===== config.mk =====
export PLATFORM = sky130hd
export DESIGN_NAME = light_mode_controller
export DESIGN_NICKNAME = d
export VERILOG_FILES = /design/src/rtl/light_pkg.sv /design/src/rtl/btn_debounce.sv /design/src/rtl/light_mode_controller.sv
export SDC_FILE = /design/constraint.sdc
export NUM_CORES = 1
export LEC_CHECK = 0
export ABC_CLOCK_PERIOD_IN_PS = 2600
export CAP_MARGIN = 20
export CORE_MARGIN = 8
export CORE_UTILIZATION = 30
export DETAILED_ROUTE_END_ITERATION = 8
export GPL_TIMING_DRIVEN = 0
export PLACE_DENSITY = 0.49
export SLEW_MARGIN = 20
export SYNTH_ARGS = -nofsm -noshare
export SYNTH_HDL_FRONTEND = slang
export SYNTH_SLANG_ARGS = --single-unit

===== constraint.sdc =====
create_clock -name clk -period 2.6 [get_ports clk]
set_clock_uncertainty 0.1 [all_clocks]
set_input_delay 0.65 -clock clk [delete_from_list [all_inputs] [get_ports clk]]
set_output_delay 0.65 -clock clk [all_outputs]
set_load 0.005 [all_outputs]

===== src/rtl/light_pkg.sv =====
// Shared definitions for the bike-light mode controller.
// Holds the one-hot mode encoding, the binary status codes and the
// one-hot to binary conversion used for the status LED outputs.
package light_pkg;

    typedef enum logic [3:0] {
        MODE_OFF   = 4'b0001,
        MODE_ON    = 4'b0010,
        MODE_BLINK = 4'b0100,
        MODE_DIM   = 4'b1000
    } mode_t;

    localparam logic [1:0] CODE_OFF   = 2'd0;
    localparam logic [1:0] CODE_ON    = 2'd1;
    localparam logic [1:0] CODE_BLINK = 2'd2;
    localparam logic [1:0] CODE_DIM   = 2'd3;

    function automatic logic [1:0] onehot_to_code(input logic [3:0] oh);
        logic [1:0] code;
        code = CODE_OFF;
        case (oh)
            MODE_ON:    code = CODE_ON;
            MODE_BLINK: code = CODE_BLINK;
            MODE_DIM:   code = CODE_DIM;
            default:    code = CODE_OFF;
        endcase
        return code;
    endfunction

endpackage


===== src/rtl/btn_debounce.sv =====
// Push-button front end: two-flop synchroniser, stability debounce and
// press detector.
// Ports:
//   clk       system clock
//   rst_n     synchronous active-low reset
//   btn_raw   asynchronous raw button level, 1 = pressed
//   level     debounced button level
//   press_evt one-cycle pulse the cycle after level rises 0->1
module btn_debounce #(
    parameter int DEBOUNCE_CYCLES = 1250000
) (
    input  logic clk,
    input  logic rst_n,
    input  logic btn_raw,
    output logic level,
    output logic press_evt
);
    import light_pkg::*;

    localparam int CW = (DEBOUNCE_CYCLES > 1) ? $clog2(DEBOUNCE_CYCLES) : 1;
    localparam logic [CW-1:0] CNT_LAST = CW'(DEBOUNCE_CYCLES - 1);

    logic          sync_q1;
    logic          btn_s;
    logic          level_d;
    logic [CW-1:0] cnt;

    always_ff @(posedge clk) begin
        if (!rst_n) begin
            sync_q1   <= 1'b0;
            btn_s     <= 1'b0;
            level     <= 1'b0;
            level_d   <= 1'b0;
            press_evt <= 1'b0;
            cnt       <= '0;
        end else begin
            sync_q1   <= btn_raw;
            btn_s     <= sync_q1;
            level_d   <= level;
            press_evt <= level & ~level_d;
            // Any return to the accepted level restarts the stability count,
            // so a glitch shorter than DEBOUNCE_CYCLES never flips level.
            if (btn_s == level) begin
                cnt <= '0;
            end else if (cnt == CNT_LAST) begin
                level <= btn_s;
                cnt   <= '0;
            end else begin
                cnt <= cnt + 1'b1;
            end
        end
    end

endmodule


===== src/rtl/light_mode_controller.sv =====
// Bike-light mode controller: steps OFF->ON->BLINK->DIM->OFF on each
// accepted button press and drives the LED waveform for the active mode.
// Ports:
//   clk       system clock
//   rst_n     synchronous active-low reset
//   btn_raw   asynchronous raw button level, 1 = pressed
//   force_off holds the mode at OFF while high; presses are ignored
//   state     one-hot mode (bit0 OFF, bit1 ON, bit2 BLINK, bit3 DIM)
//   mode_code binary mode (OFF=0, ON=1, BLINK=2, DIM=3)
//   led_out   registered LED drive
//   press_evt one-cycle pulse per accepted press
module light_mode_controller #(
    parameter int DEBOUNCE_CYCLES = 1250000,
    parameter int BLINK_HALF      = 31250000,
    parameter int PWM_BITS        = 8,
    parameter int DIM_DUTY        = 32,
    parameter int IDLE_TIMEOUT    = 0
) (
    input  logic       clk,
    input  logic       rst_n,
    input  logic       btn_raw,
    input  logic       force_off,
    output logic [3:0] state,
    output logic [1:0] mode_code,
    output logic       led_out,
    output logic       press_evt
);
    import light_pkg::*;

    localparam int BW = (BLINK_HALF > 1) ? $clog2(BLINK_HALF) : 1;
    localparam int IW = (IDLE_TIMEOUT > 1) ? $clog2(IDLE_TIMEOUT) : 1;
    localparam logic [BW-1:0]     BLINK_LAST = BW'(BLINK_HALF - 1);
    localparam logic [IW-1:0]     IDLE_LAST  = IW'((IDLE_TIMEOUT > 0) ? IDLE_TIMEOUT - 1 : 0);
    // One bit wider than the counter so DIM_DUTY = 2^PWM_BITS means always on.
    localparam logic [PWM_BITS:0] DUTY_LIMIT = (PWM_BITS + 1)'(DIM_DUTY);

    mode_t               mode_q;
    mode_t               mode_nxt;
    logic [BW-1:0]       blink_cnt;
    logic                blink_phase;
    logic [PWM_BITS-1:0] pwm_cnt;
    logic [IW-1:0]       idle_cnt;
    logic                idle_hit;
    // The debounced level is available from the front end but only the
    // press event drives the mode sequence.
    logic                btn_level_unused;

    btn_debounce #(
        .DEBOUNCE_CYCLES(DEBOUNCE_CYCLES)
    ) u_debounce (
        .clk      (clk),
        .rst_n    (rst_n),
        .btn_raw  (btn_raw),
        .level    (btn_level_unused),
        .press_evt(press_evt)
    );

    assign state     = mode_q;
    assign mode_code = onehot_to_code(mode_q);
    assign idle_hit  = (IDLE_TIMEOUT > 0) && (mode_q != MODE_OFF) && (idle_cnt == IDLE_LAST);

    // Priority: force_off, then press, then idle timeout.
    always_comb begin
        mode_nxt = mode_q;
        if (force_off) begin
            mode_nxt = MODE_OFF;
        end else if (press_evt) begin
            case (mode_q)
                MODE_OFF:   mode_nxt = MODE_ON;
                MODE_ON:    mode_nxt = MODE_BLINK;
                MODE_BLINK: mode_nxt = MODE_DIM;
                default:    mode_nxt = MODE_OFF;
            endcase
        end else if (idle_hit) begin
            mode_nxt = MODE_OFF;
        end
    end

    always_ff @(posedge clk) begin
        if (!rst_n) begin
            mode_q      <= MODE_OFF;
            led_out     <= 1'b0;
            blink_cnt   <= '0;
            blink_phase <= 1'b1;
            pwm_cnt     <= '0;
            idle_cnt    <= '0;
        end else begin
            mode_q <= mode_nxt;

            case (mode_q)
                MODE_ON:    led_out <= 1'b1;
                MODE_BLINK: led_out <= blink_phase;
                MODE_DIM:   led_out <= ({1'b0, pwm_cnt} < DUTY_LIMIT);
                default:    led_out <= 1'b0;
            endcase

            // Counters only run while staying in their own mode, so each
            // entry starts from 0 (and BLINK from the on-phase).
            if (mode_q == MODE_BLINK && mode_nxt == MODE_BLINK) begin
                if (blink_cnt == BLINK_LAST) begin
                    blink_cnt   <= '0;
                    blink_phase <= ~blink_phase;
                end else begin
                    blink_cnt <= blink_cnt + 1'b1;
                end
            end else begin
                blink_cnt   <= '0;
                blink_phase <= 1'b1;
            end

            if (mode_q == MODE_DIM && mode_nxt == MODE_DIM) begin
                pwm_cnt <= pwm_cnt + 1'b1;
            end else begin
                pwm_cnt <= '0;
            end

            if (IDLE_TIMEOUT == 0 || mode_q == MODE_OFF || press_evt ||
                mode_nxt != mode_q || idle_hit) begin
                idle_cnt <= '0;
            end else begin
                idle_cnt <= idle_cnt + 1'b1;
            end
        end
    end

endmodule


== Yosys cells after proc, flatten, opt, wreduce, memory -nomap -nowiden ==
Index checks and enable logic that the tools add are counted.
Storage, ports and cells
  output and inout bits: 8
  flip-flop bits (word level): 65
  input bits: 4
  word-level logic and storage cells: 42
Cells by class
  equal/unequal tests: 9
  $lt $le $gt $ge: 1
  reductions and logical operators: 7
  bitwise operators: 6
  multiplexer cells: 5
  add/sub/neg operators: 3
Operators by type and width (number)
  25-bit by 1-bit adder with 25-bit output, second input constant: 1
  25-bit equality test, second input constant: 1
  21-bit by 1-bit adder with 21-bit output, second input constant: 1
  21-bit equality test, second input constant: 1
  4-bit case mux with 3 select lines: 1
  8-bit by 1-bit adder with 8-bit output, second input constant: 1
  4-bit by 3-bit equality test with 1-bit output, second input constant: 2
  4-bit equality test, second input constant: 2
  8-bit by 6-bit less-than comparator with 1-bit output, second input constant: 1
  4-bit 2-to-1 mux: 2
  2-bit case mux with 3 select lines: 1
  2-bit AND reduction: 3
  3-bit OR reduction: 2
  1-bit inverter: 5
  4-bit by 1-bit equality test with 1-bit output, second input constant: 1
  4-bit by 2-bit equality test with 1-bit output, second input constant: 1
  1-bit case mux with 3 select lines: 1
  1-bit logical AND: 2
  1-bit bitwise AND: 1
  1-bit equality test: 1

== Depth between registers and ports, before layout ==
Gate-level depths: netlist of the first run.
  depth after elaboration: 8
  depth in mapped cells: 7
  depth with buffers taken out: 5

== By module ==
Synthesis of the first run repeated with hierarchy kept, for this count alone.
Unflattened totals
  cell total of the unflattened synthesis: 335
  area total of the unflattened synthesis: 3010.4 um^2
Modules (own cells, without submodules)
  light_mode_controller: instances 1, area each 1874.3 um^2, cells each 210
  btn_debounce: instances 1, area each 1136.1 um^2, cells each 125

== Least setup slack after synthesis of the first run ==
OpenSTA, ideal clock, no wires.
  kind: reg2reg
  start point: register blink_cnt[4]
  end point: register blink_cnt[2]
  data arrival time: 1842 ps
  clock period less this slack: 2058 ps
  setup slack: 542 ps
  buffers on the path: 1
  data required time: 2385 ps
  library setup time: 115 ps
  stages on the path, launching flop included: 6
  cells stage by stage: dfxtp_1 or4b_1 or4_4 o21ai_4 buf_6 nor2_2
On the way
  word-level cells in the longest chain between the ends: 2
RTL lines
  start, declared: RTL line light_mode_controller.sv:39  | logic [BW-1:0] blink_cnt;
  start signal, assigned: RTL line light_mode_controller.sv:104  | blink_cnt <= blink_cnt + 1'b1;
  25-bit equality test: RTL line light_mode_controller.sv:100  | if (blink_cnt == BLINK_LAST) begin
  3-bit OR reduction (no line)
Every way passes these cells.
A chain may end at the register's enable or synchronous reset.

== Worst setup path in the final report of the first run ==
  start point: register mode_q[0], in the netlist state[0]
  end point: output mode_code[1]
On the way
  word-level cells in the longest chain between the ends: 2
  elaborated cells on any way between the ends: 4
  those cells by class: eq/ne: 3; mux: 1
RTL lines
  start, declared: RTL line light_mode_controller.sv:37  | mode_t mode_q;
  start signal, assigned: RTL line light_mode_controller.sv:88  | mode_q <= mode_nxt;
  4-bit equality test (tied with other cells): RTL line light_pkg.sv:21  | case (oh)
  2-bit case mux with 3 select lines (*): RTL line light_pkg.sv:21
  end, declared: RTL line light_mode_controller.sv:24  | output logic [1:0] mode_code,
Mark *: on every way between the ends. The rest lies on a longest branch, timed or not.

==> results of run 1 <==
state kept, by name (all words and copies together) (netlist names):
name / cells
led_out: 1
u_debounce.level: 1
state: 4
u_debounce.btn_s: 1
u_debounce.cnt: 21
blink_cnt: 25
u_debounce.sync_q1: 1
u_debounce.level_d: 1
blink_phase: 1
u_debounce.press_evt: 1
pwm_cnt: 8
layout make-up:
type / instances / area (um^2)
Buffer: 11 / 57.6
Fill cell: 1032 / 6230
Sequential cell: 65 / 1310
Clock buffer: 11 / 141
Multi-Input combinational cell: 243 / 1540
Timing Repair Buffer: 11 / 110
Clock inverter: 5 / 55.1
Tap cell: 133 / 166
Inverter: 10 / 37.5
synthesized netlist by cell type:
cell       number  area, um^2
a21oi_2         6        52.6
nand2_1        15        56.3
nand2b_1        6        37.5
ha_1            3        37.5
or4_4           1        11.3
nor3_1          6        30.0
a21oi_1        17        85.1
nor3b_1         1        7.51
nor4b_1         3        26.3
dfxtp_1        65        1300
o211ai_1        1        7.51
o21a_1          2        15.0
and3_1          8        50.1
clkbuf_1       10        37.5
nand4_1        15        93.8
nand3_1        19        95.1
a2bb2oi_1       1        8.76
xnor2_1        12         105
or4b_1          2        20.0
nor4_1          4        25.0
or3_1          14        87.6
or2_2           1        6.26
o31ai_1         7        52.6
nor2b_1         3        18.8
and2_1          4        25.0
and4_1          5        43.8
buf_6           2        22.5
o22ai_1         2        12.5
nor2_1         24        90.1
xor2_1         20         175
o21ai_0        15        75.1
nand4b_1        1        8.76
inv_1          10        37.5
or4_1          10        75.1
buf_2           1        5.00
nor2_2         14        87.6
o21ai_4         1        16.3
power by group through the flow:
| stage | Combinational (mW) | Clock, mW | Sequential (mW) |
|---|---|---|---|
| 5_1_grt | 0.0157 | 0.944 | 0.998 |
| 2_1_floorplan | 0.00591 | 0 | 1.02 |
| 3_5_place_dp | 0.0143 | 0 | 1.02 |
| 3_3_place_gp | 0.0142 | 0 | 1.02 |
| 6_report | 0.0139 | 0.862 | 0.998 |
| 4_1_cts | 0.0144 | 0.893 | 0.998 |
worst min-delay path by stage:
stage | start | endpoint | slack (ns) | cells after the start
3_5_place_dp | u_debounce.level_d | u_debounce.press_evt | 0.27 | 1
5_1_grt | u_debounce.level_d | u_debounce.press_evt | 0.33 | 1
4_1_cts | u_debounce.level_d | u_debounce.press_evt | 0.28 | 1
6_report | u_debounce.level_d | u_debounce.press_evt | 0.28 | 1
3_3_place_gp | u_debounce.level_d | u_debounce.press_evt | 0.27 | 1
2_1_floorplan | u_debounce.level_d | u_debounce.press_evt | 0.27 | 1
per-layer routing:
metal | wire length, um | global-route usage, %
met1 | 2970 | 12.3
met5 | 0 | 0
met3 | 274 | 3.57
met4 | 95 | 4.03
met2 | 2580 | 14.8
repair_timing:
action / in CTS / in global routing
gates resized for setup: 0 / 3
endpoints found under the setup margin: 1 / 1
hold buffers: 0 / 0
stage by stage:
step	worst slack (ns)	power, mW
CTS	0.0295	1.91
finish	0.134	1.87
global route	0.00449	1.96
global placement	-0.147	1.04
floorplan	0.542	1.03
detailed placement	-0.178	1.04
logic make-up (layout without fill, tap and decap cells):
logic type / after synthesis / count (layout) / share of synthesized area, %
and+or+nand+nor: 156 / 156 / 30.4
adders and majority gates: 3 / 3 / 1.28
buffers and inverters: 23 / 48 / 3.49
DFF: 65 / 65 / 44.2
AOI/OAI and AO/OA: 52 / 52 / 11.1
xor gates and xnor gates: 32 / 32 / 9.52
==> reports/results.tsv, run 1 <==
stage	metric	value	unit
worst_setup_path	reg2reg_slack	0.32	ns
timing	fmax	406	MHz
floorplanning	core_area	0.00964	mm^2
clock_tree	cts.htree.levels	3	
routing	via_per_inst	4.79	
timing	holdWs	0.282	ns
placed_design	io_buffer_count	11	
worst_setup_path	slowest_delay	0.53	ns
synth	synth-seq-cells	65	
timing	tns	0	ns
floorplanning	die_width	115	um
finish	final_area	0.00341	mm^2
clock_tree	root_buffer	clkbuf_8	
finish	antennaDiodeCount	0	
worst_setup_path	r2r_cells	6	
worst_setup_path	timing.rr.end	u_debounce.cnt[16]	
timing	rsz0062_at_grt	no	
clock_tree	clkSinkCount	65	
worst_setup_path	crit_fanout	9	
timing	setup_violations	0	
synth	syn_inst	331	
clock_tree	clk_pin_slew	0.07	ns
worst_setup_path	worstPathRequired	1.85	ns
power_and_ir_drop	power_density	549	mW/mm^2
floorplanning	die_y	115	um
synth	yosys_warnings	0	
routing	ant_nets	0	
worst_setup_path	crit_type	reg -> out	
synth	ys_seq_area_share	44.2	%
worst_setup_path	critical_path_buf_inv_count	1	
routing	num_vias	2341	
global_route	gr-total-overflow	0	
worst_setup_path	slowest_stage	clkdlybuf4s50_1	
worst_setup_path	path_cells	or2_2 -> a21oi_1 -> clkdlybuf4s50_1	
worst_setup_path	end_kind	output pin	
routing	drtIter0Drc	112	
placed_design	placed_cells	475	
power_and_ir_drop	switching_share	21.6	%
clock_tree	post_cts_buffers	0	
finish	final_cell_mix	dfxtp_1, nor2_1, xor2_1	
finish	finalNonFillerCells	489	
routing	drtPass1Iterations	4	
floorplanning	start_util	30.5	%
timing	fin_crit_sh	94.8	%
power_and_ir_drop	irDropWorstVdd	208	uV
finish	area_growth	15.9	%
routing	wl_per_cell	12.1	um
worst_setup_path	critPathArrivalTime	1.72	ns
worst_setup_path	start_kind	register	
timing	period_needed	2.47	ns
finish	drive_above_1_share	12.4	%
hold_path	hold_path_class	reg -> reg	
worst_setup_path	crit_end	mode_code[1]	
timing	hold_violations	0	
power_and_ir_drop	p_sw	0.405	mW
floorplanning	fp.dieArea	0.0132	mm^2
finish	final_common_cell	dfxtp_1	
global_route	grt_max_degree	12	
finish	final_util	35.4	%
timing	tightest_slew	0.605	ns
routing	routed_wirelength	5.91	mm
flow_run	drv_cap	0	
global_route	antenna_found_initial	0	
power_and_ir_drop	p_clk_share	46.0	%
worst_setup_path	critPathTopFamily	buffers and inverters	
synth	synth_area	0.00294	mm^2
clock_tree	cts_tree	yes	
placed_design	gp_congestion	0.712	
power_and_ir_drop	p_comb_share	0.7	%
power_and_ir_drop	p_leak	1.01	nW
finish	final_nets	358	
floorplanning	num_rows	36	
placed_design	dpl.hpwl	4.12	mm
synth	syn-num-nets	338	
synth	synthDistinctLibCells	37	
timing	slew_headroom	59.3	%
global_route	grt_pass1_wl	10.4	mm
timing	slew_viol_final	0	
clock_tree	clockBufferDepth	2	
placed_design	placed_cell_area	0.00322	mm^2
worst_setup_path	r2r-start	u_debounce.cnt[0]	
global_route	grt_pass1_vias	2216	
floorplanning	ios	12	
synth	synth.avg_cell_area	8.89	um^2
status	run_status	finished clean	
clock_tree	cts_inserted_buffers	9	
worst_setup_path	critical_path_depth	3	
global_route	track_usage	9.78	%
clock_tree	clock_latency	0.34	ns
power_and_ir_drop	internal_power	1.47	mW
routing	route.detailed.drc	0	
power_and_ir_drop	p_seq_share	53.2	%
worst_setup_path	cp-startpoint	state[0]	
Power figures use the tool's default switching activity.
==> inputs of run 2 (changes only) <==
Settings changed: ABC_AREA set to 1.
==> reports/results.tsv, run 2 <==
stage	metric	value	unit
clock_tree	post_cts_buffers	0	
synth	synthAdderAreaFrac	1.14	%
floorplanning	fp.dieArea	0.0145	mm^2
synth	syn-num-nets	490	
placed_design	gp_congestion	0.848	
synth	yosysTopAreaCell	dfxtp_1	
worst_setup_path	critical_path_buf_inv_count	2	
placed_design	dpl.hpwl	5.11	mm
synth	synth_flop_cell	dfxtp_1	
clock_tree	cts_inserted_buffers	9	
floorplanning	num_rows	38	
routing	drtPass1Iterations	4	
power_and_ir_drop	power_density	543	mW/mm^2
timing	setup_violations	0	
synth	yosys_warnings	0	
worst_setup_path	slowest_delay	0.50	ns
global_route	grt_max_degree	12	
clock_tree	cts_tree	yes	
timing	period_needed	2.36	ns
synth	yosys.area_share.simple	39.5	%
clock_tree	clockBufferDepth	2	
timing	hold_violations	0	
clock_tree	post_cts_resized	0	
floorplanning	start_util	30.5	%
worst_setup_path	critical_path_depth	5	
worst_setup_path	path_cells	inv_1 -> nor2_1 -> nand2_2 -> nand2_1 -> clkdlybuf4s50_1	
clock_tree	hold_buffers	0	
global_route	gr-total-overflow	0	
routing	route.detailed.drc	0	
status	run_status	finished clean	
synth	ys_seq_area_share	39.7	%
timing	slew_viol_final	0	
finish	largest_register_ffs	25	
synth	yosysMostFrequentCell	nand2_1	
global_route	grt_pass1_wl	11.9	mm
timing	fin_crit_sh	90.8	%
finish	antennaDiodeCount	0	
finish	nFillCells	1189	
routing	via_per_inst	4.38	
worst_setup_path	timing.rr.end	blink_cnt[9]	
worst_setup_path	reg2reg_slack	0.79	ns
finish	final_nets	511	
synth	synth_edf_count	0	
finish	final_common_cell	nand2_1	
routing	ant_nets	0	
synth	synth.avg_cell_area	6.79	um^2
flow_run	drv_cap	0	
synth	synthDistinctLibCells	27	
worst_setup_path	end_kind	output pin	
placed_design	io_buffer_count	10	
worst_setup_path	crit_end	mode_code[1]	
power_and_ir_drop	p_leak	1.37	nW
worst_setup_path	worstPathRequired	1.85	ns
synth	synth-async-reset-ratio	0	%
timing	slew_headroom	74.9	%
worst_setup_path	critPathArrivalTime	1.61	ns
routing	drtIter0Drc	105	
timing	tns	0	ns
synth	synth_compound_area_share	3.93	%
global_route	grt_pass1_vias	2672	
routing	routed_wirelength	6.80	mm
synth	synth-seq-cells	65	
clock_tree	clkSinkCount	65	
worst_setup_path	r2r_cells	9	
global_route	track_usage	10.1	%
worst_setup_path	start_kind	register	
worst_setup_path	slowest_stage	clkdlybuf4s50_1	
timing	rsz0062_at_grt	no	
worst_setup_path	crit_fanout	5	
worst_setup_path	r2r-start	blink_cnt[0]	
synth	synth_top_family_by_area	simple AND/OR/NAND/NOR gates	
synth	synth_top_area_share	39.7	%
floorplanning	core_area	0.0107	mm^2
clock_tree	root_buffer	clkbuf_8	
clock_tree	clk_pin_slew	0.07	ns
finish	regMostFlops	blink_cnt	
floorplanning	ios	12	
routing	wl_per_cell	10.5	um
synth	synth_area	0.00328	mm^2
hold_path	hold_path_class	reg -> reg	
floorplanning	die_y	121	um
global_route	antenna_found_initial	0	
synth	synthTopCellsByArea	dfxtp_1, nand2_1, nor2_1	
power_and_ir_drop	irDropWorstVdd	245	uV
worst_setup_path	crit_type	reg -> out	
worst_setup_path	cp-startpoint	state[2]	
routing	num_vias	2840	
finish	drive_above_1_share	11.0	%
finish	reg_top3	blink_cnt x25, u_debounce.cnt x21, pwm_cnt x8	
clock_tree	cts.htree.levels	3	
floorplanning	die_width	121	um
timing	holdWs	0.293	ns
synth	synth.mux.area_fraction	0	%
synth	syn_inst	483	
synth	yosys.area_share.xor_xnor	6.41	%
finish	final_cell_mix	nand2_1, nor2_1, inv_1	
synth	synthTopCellsByCount	nand2_1, nor2_1, inv_1	
clock_tree	clock_latency	0.34	ns
finish	area_growth	15.8	%
worst_setup_path	critPathTopFamily	buffers and inverters	
timing	fmax	424	MHz
timing	tightest_slew	0.376	ns
power_and_ir_drop	finalPower	2.06	mW
## run 2: changes by cell type after synthesis, sizes merged, moves of 7 or more
cell and change:
nand2 +102, nor2 +84, inv +59, nand3 +20, or3 -14, or4 -11, a21oi -10, clkbuf -10
o21ai -10, and3 -8, o31ai -7
## run 2: logic make-up (layout without fill, tap and decap cells)
logic type               after synthesis  after routing
flip-flops                            65             65
XOR/XNOR                              24             24
AO/OA/AOI/OAI                         23             23
adder cells (fa/ha/maj)                3              3
buffers and inverters                 73             99
AND/OR/NAND/NOR                      295            295
## run 2: how the worst min path moves through the flow
stage / depth (start not counted) / slack (ns) / start / to
2_1_floorplan: 1 / 0.27 / u_debounce.level_d / u_debounce.press_evt
3_3_place_gp: 1 / 0.28 / u_debounce.level_d / u_debounce.press_evt
3_5_place_dp: 1 / 0.28 / u_debounce.level_d / u_debounce.press_evt
4_1_cts: 1 / 0.30 / u_debounce.level_d / u_debounce.press_evt
5_1_grt: 1 / 0.31 / u_debounce.level_d / u_debounce.press_evt
6_report: 1 / 0.29 / u_debounce.level_d / u_debounce.press_evt
## run 2: area by class of cell
| class | count | area (um^2) | area share [%] |
|---|---|---|---|
| buffer | 4 | 47.5 | 1.25 |
| clock buffer | 10 | 138 | 3.62 |
| clock inverter | 6 | 105 | 2.77 |
| inverter | 69 | 259 | 6.82 |
| multi-input combinational | 345 | 1670 | 44.0 |
| sequential | 65 | 1300 | 34.3 |
| tap | 140 | 175 | 4.61 |
| timing repair buffer | 10 | 100 | 2.64 |
## run 2: where the power goes
part,switching (mW),internal (mW)
combinational,0.00873,0.00584
clock,0.390,0.658
sequential,0.000889,0.997
total,0.400,1.66
## run 2: metrics by stage
step                      setup slack [ns]  utilization [%]  instance area, um^2  std cells
after floorplan                       1.00                -                 3280        483
after global placement               0.379             33.1                 3550        633
after detailed placement             0.381             33.1                 3550        633
after CTS                            0.221             35.3                 3800        649
after global routing                0.0480             35.3                 3800        649
final                                0.240             35.3                 3800        649
## run 2: worst reg2reg max path: cells and delay by family (launching register included)
kind,cells,cell delay (ns)
buffers and inverters,2,0.29
adders and majority gates,1,0.23
and+or+nand+nor,6,0.73
DFF,1,0.37
## run 2: per-layer routing
layer	vias to the layer above	wire [um]	global-route usage [%]
met3	13	293	2.47
met2	47	3010	15.7
met5	-	0	0
li1	1525	-	-
met1	1255	3320	12.3
met4	0	179	6.32
==> inputs of run 3 (changes only) <==
Settings changed: CORE_MARGIN 8 to 2.
==> reports/results.tsv, run 3 (same netlist as run 2, synthesis figures left out) <==
stage	metric	value	unit
status	run_status	finished clean	
routing	ant_nets	0	
floorplanning	ios	12	
finish	seq_area	0.00130	mm^2
timing	slew_headroom	74.6	%
finish	largest_register_ffs	25	
timing	setup_violations	0	
routing	route.detailed.drc	0	
floorplanning	core_area	0.0107	mm^2
finish	final_nets	511	
routing	num_vias	2783	
clock_tree	post_cts_resized	0	
power_and_ir_drop	power_density	544	mW/mm^2
power_and_ir_drop	p_leak	1.36	nW
clock_tree	post_cts_buffers	0	
power_and_ir_drop	p_seq_share	48.3	%
floorplanning	start_util	30.5	%
timing	tightest_slew	0.380	ns
worst_setup_path	worstPathRequired	1.85	ns
global_route	antenna_found_initial	0	
timing	slew_viol_final	0	
clock_tree	hold_buffers	0	
finish	multi_input_area	0.00167	mm^2
floorplanning	fp.dieArea	0.0118	mm^2
flow_run	drv_cap	0	
power_and_ir_drop	switching_share	20.6	%
worst_setup_path	slowest_stage	clkdlybuf4s50_1	
timing	setup_ws	0.244	ns
finish	area_growth	15.8	%
finish	final_common_cell	nand2_1	
power_and_ir_drop	internal_power	1.64	mW
worst_setup_path	end_kind	output pin	
power_and_ir_drop	irDropWorstVdd	262	uV
worst_setup_path	critical_path_buf_inv_count	2	
timing	tns	0	ns
worst_setup_path	path_cells	inv_1 -> nor2_1 -> nand2_2 -> nand2_1 -> clkdlybuf4s50_1	
clock_tree	clkSinkCount	65	
global_route	grt_pass1_vias	2665	
worst_setup_path	critPathArrivalTime	1.61	ns
clock_tree	clk_pin_slew	0.07	ns
timing	fmax	424	MHz
routing	routed_wirelength	6.70	mm
global_route	gr-total-overflow	0	
clock_tree	cts_tree	yes	
hold_path	hold_path_class	reg -> reg	
timing	holdWs	0.292	ns
finish	regMostFlops	blink_cnt	
global_route	grt_max_degree	13	
routing	wl_per_cell	10.3	um
timing	fin_crit_sh	90.6	%
finish	antennaDiodeCount	0	
routing	via_per_inst	4.29	
worst_setup_path	crit_fanout	5	
floorplanning	die_width	109	um
power_and_ir_drop	p_clk_share	51.0	%
routing	drtPass1Iterations	4	
worst_setup_path	slowest_delay	0.50	ns
worst_setup_path	r2r_cells	9	
clock_tree	root_buffer	clkbuf_8	
placed_design	gp_congestion	0.820	
worst_setup_path	critical_path_depth	5	
worst_setup_path	critPathTopFamily	buffers and inverters	
timing	hold_violations	0	
placed_design	post-place-ws	0.384	ns
power_and_ir_drop	p_sw	0.426	mW
global_route	track_usage	12.9	%
clock_tree	cts.htree.levels	3	
hold_path	holdPathStages	1	
finish	reg_top3	blink_cnt x25, u_debounce.cnt x21, pwm_cnt x8	
floorplanning	die_y	109	um
power_and_ir_drop	p_comb_share	0.7	%
finish	nFillCells	1169	
clock_tree	clock_latency	0.35	ns
clock_tree	cts_inserted_buffers	9	
placed_design	io_buffer_count	10	
worst_setup_path	start_kind	register	
timing	period_needed	2.36	ns
clock_tree	clockBufferDepth	2	
floorplanning	num_rows	38	
worst_setup_path	crit_type	reg -> out	
routing	drtIter0Drc	113	
power_and_ir_drop	finalPower	2.06	mW
finish	drive_above_1_share	11.0	%
timing	rsz0062_at_grt	no	
placed_design	dpl.hpwl	5.04	mm
finish	final_cell_mix	nand2_1, nor2_1, inv_1	
global_route	grt_pass1_wl	11.8	mm
==> run 3: cell count changes in the layout (fill, tap and decap cells not counted) <==
cell        before  now
clkbuf_8        10    9
clkinvlp_4       0    2
clkinv_4         0    1
clkinv_2         3    1
==> run 3: power groups by stage <==
stage / clock, mW / sequential [mW] / combinational [mW]
floorplan: 0 / 1.02 / 0.00798
global placement: 0 / 1.02 / 0.0146
detailed placement: 0 / 1.02 / 0.0148
CTS: 1.08 / 0.997 / 0.0148
global route: 1.13 / 0.997 / 0.0160
finish: 1.05 / 0.998 / 0.0145
==> run 3: worst paths after layout <==
check | start | end | slack, ns
max | state[2] | mode_code[1] | 0.24
min | u_debounce.level_d | u_debounce.press_evt | 0.29
max reg2reg | blink_cnt[0] | blink_cnt[11] | 0.78
min reg2reg | u_debounce.level_d | u_debounce.press_evt | 0.29
==> run 3: area by class of cell <==
cell class                 instances  share of cell area [%]
buffer                             4                    1.25
clock inverter                     7                    3.13
tap                              140                    4.61
timing repair buffer              10                    2.64
inverter                          69                    6.82
sequential                        65                    34.3
multi-input combinational        345                    44.0
clock buffer                       9                    3.26
==> run 3: worst reg2reg max path: stages, from the launching register on <==
cell	delay, ns
dfxtp_1	0.38
ha_1	0.24
nand3_2	0.12
nor2_1	0.16
nand3_1	0.12
nor2_2	0.17
inv_1	0.10
nand2_4	0.11
buf_6	0.18
nor2_2	0.04
==> run 3: metrics by stage <==
step / cell area (um^2) / utilization [%] / std cells
6_report: 3800 / 35.3 / 649
5_1_grt: 3800 / 35.3 / 649
4_1_cts: 3800 / 35.3 / 649
3_5_place_dp: 3550 / 33.1 / 633
3_3_place_gp: 3550 / 33.1 / 633
2_1_floorplan: 3280 / - / 483
==> run 3: layer usage <==
| layer | vias up | global-route usage, % | share of wire (%) |
|---|---|---|---|
| met2 | 25 | 19.7 | 43 |
| met3 | 10 | 3.38 | 2.5 |
| met4 | 0 | 6.96 | 2.4 |
| met5 | - | 0 | 0 |
| met1 | 1219 | 16.5 | 52 |
| li1 | 1529 | - | - |
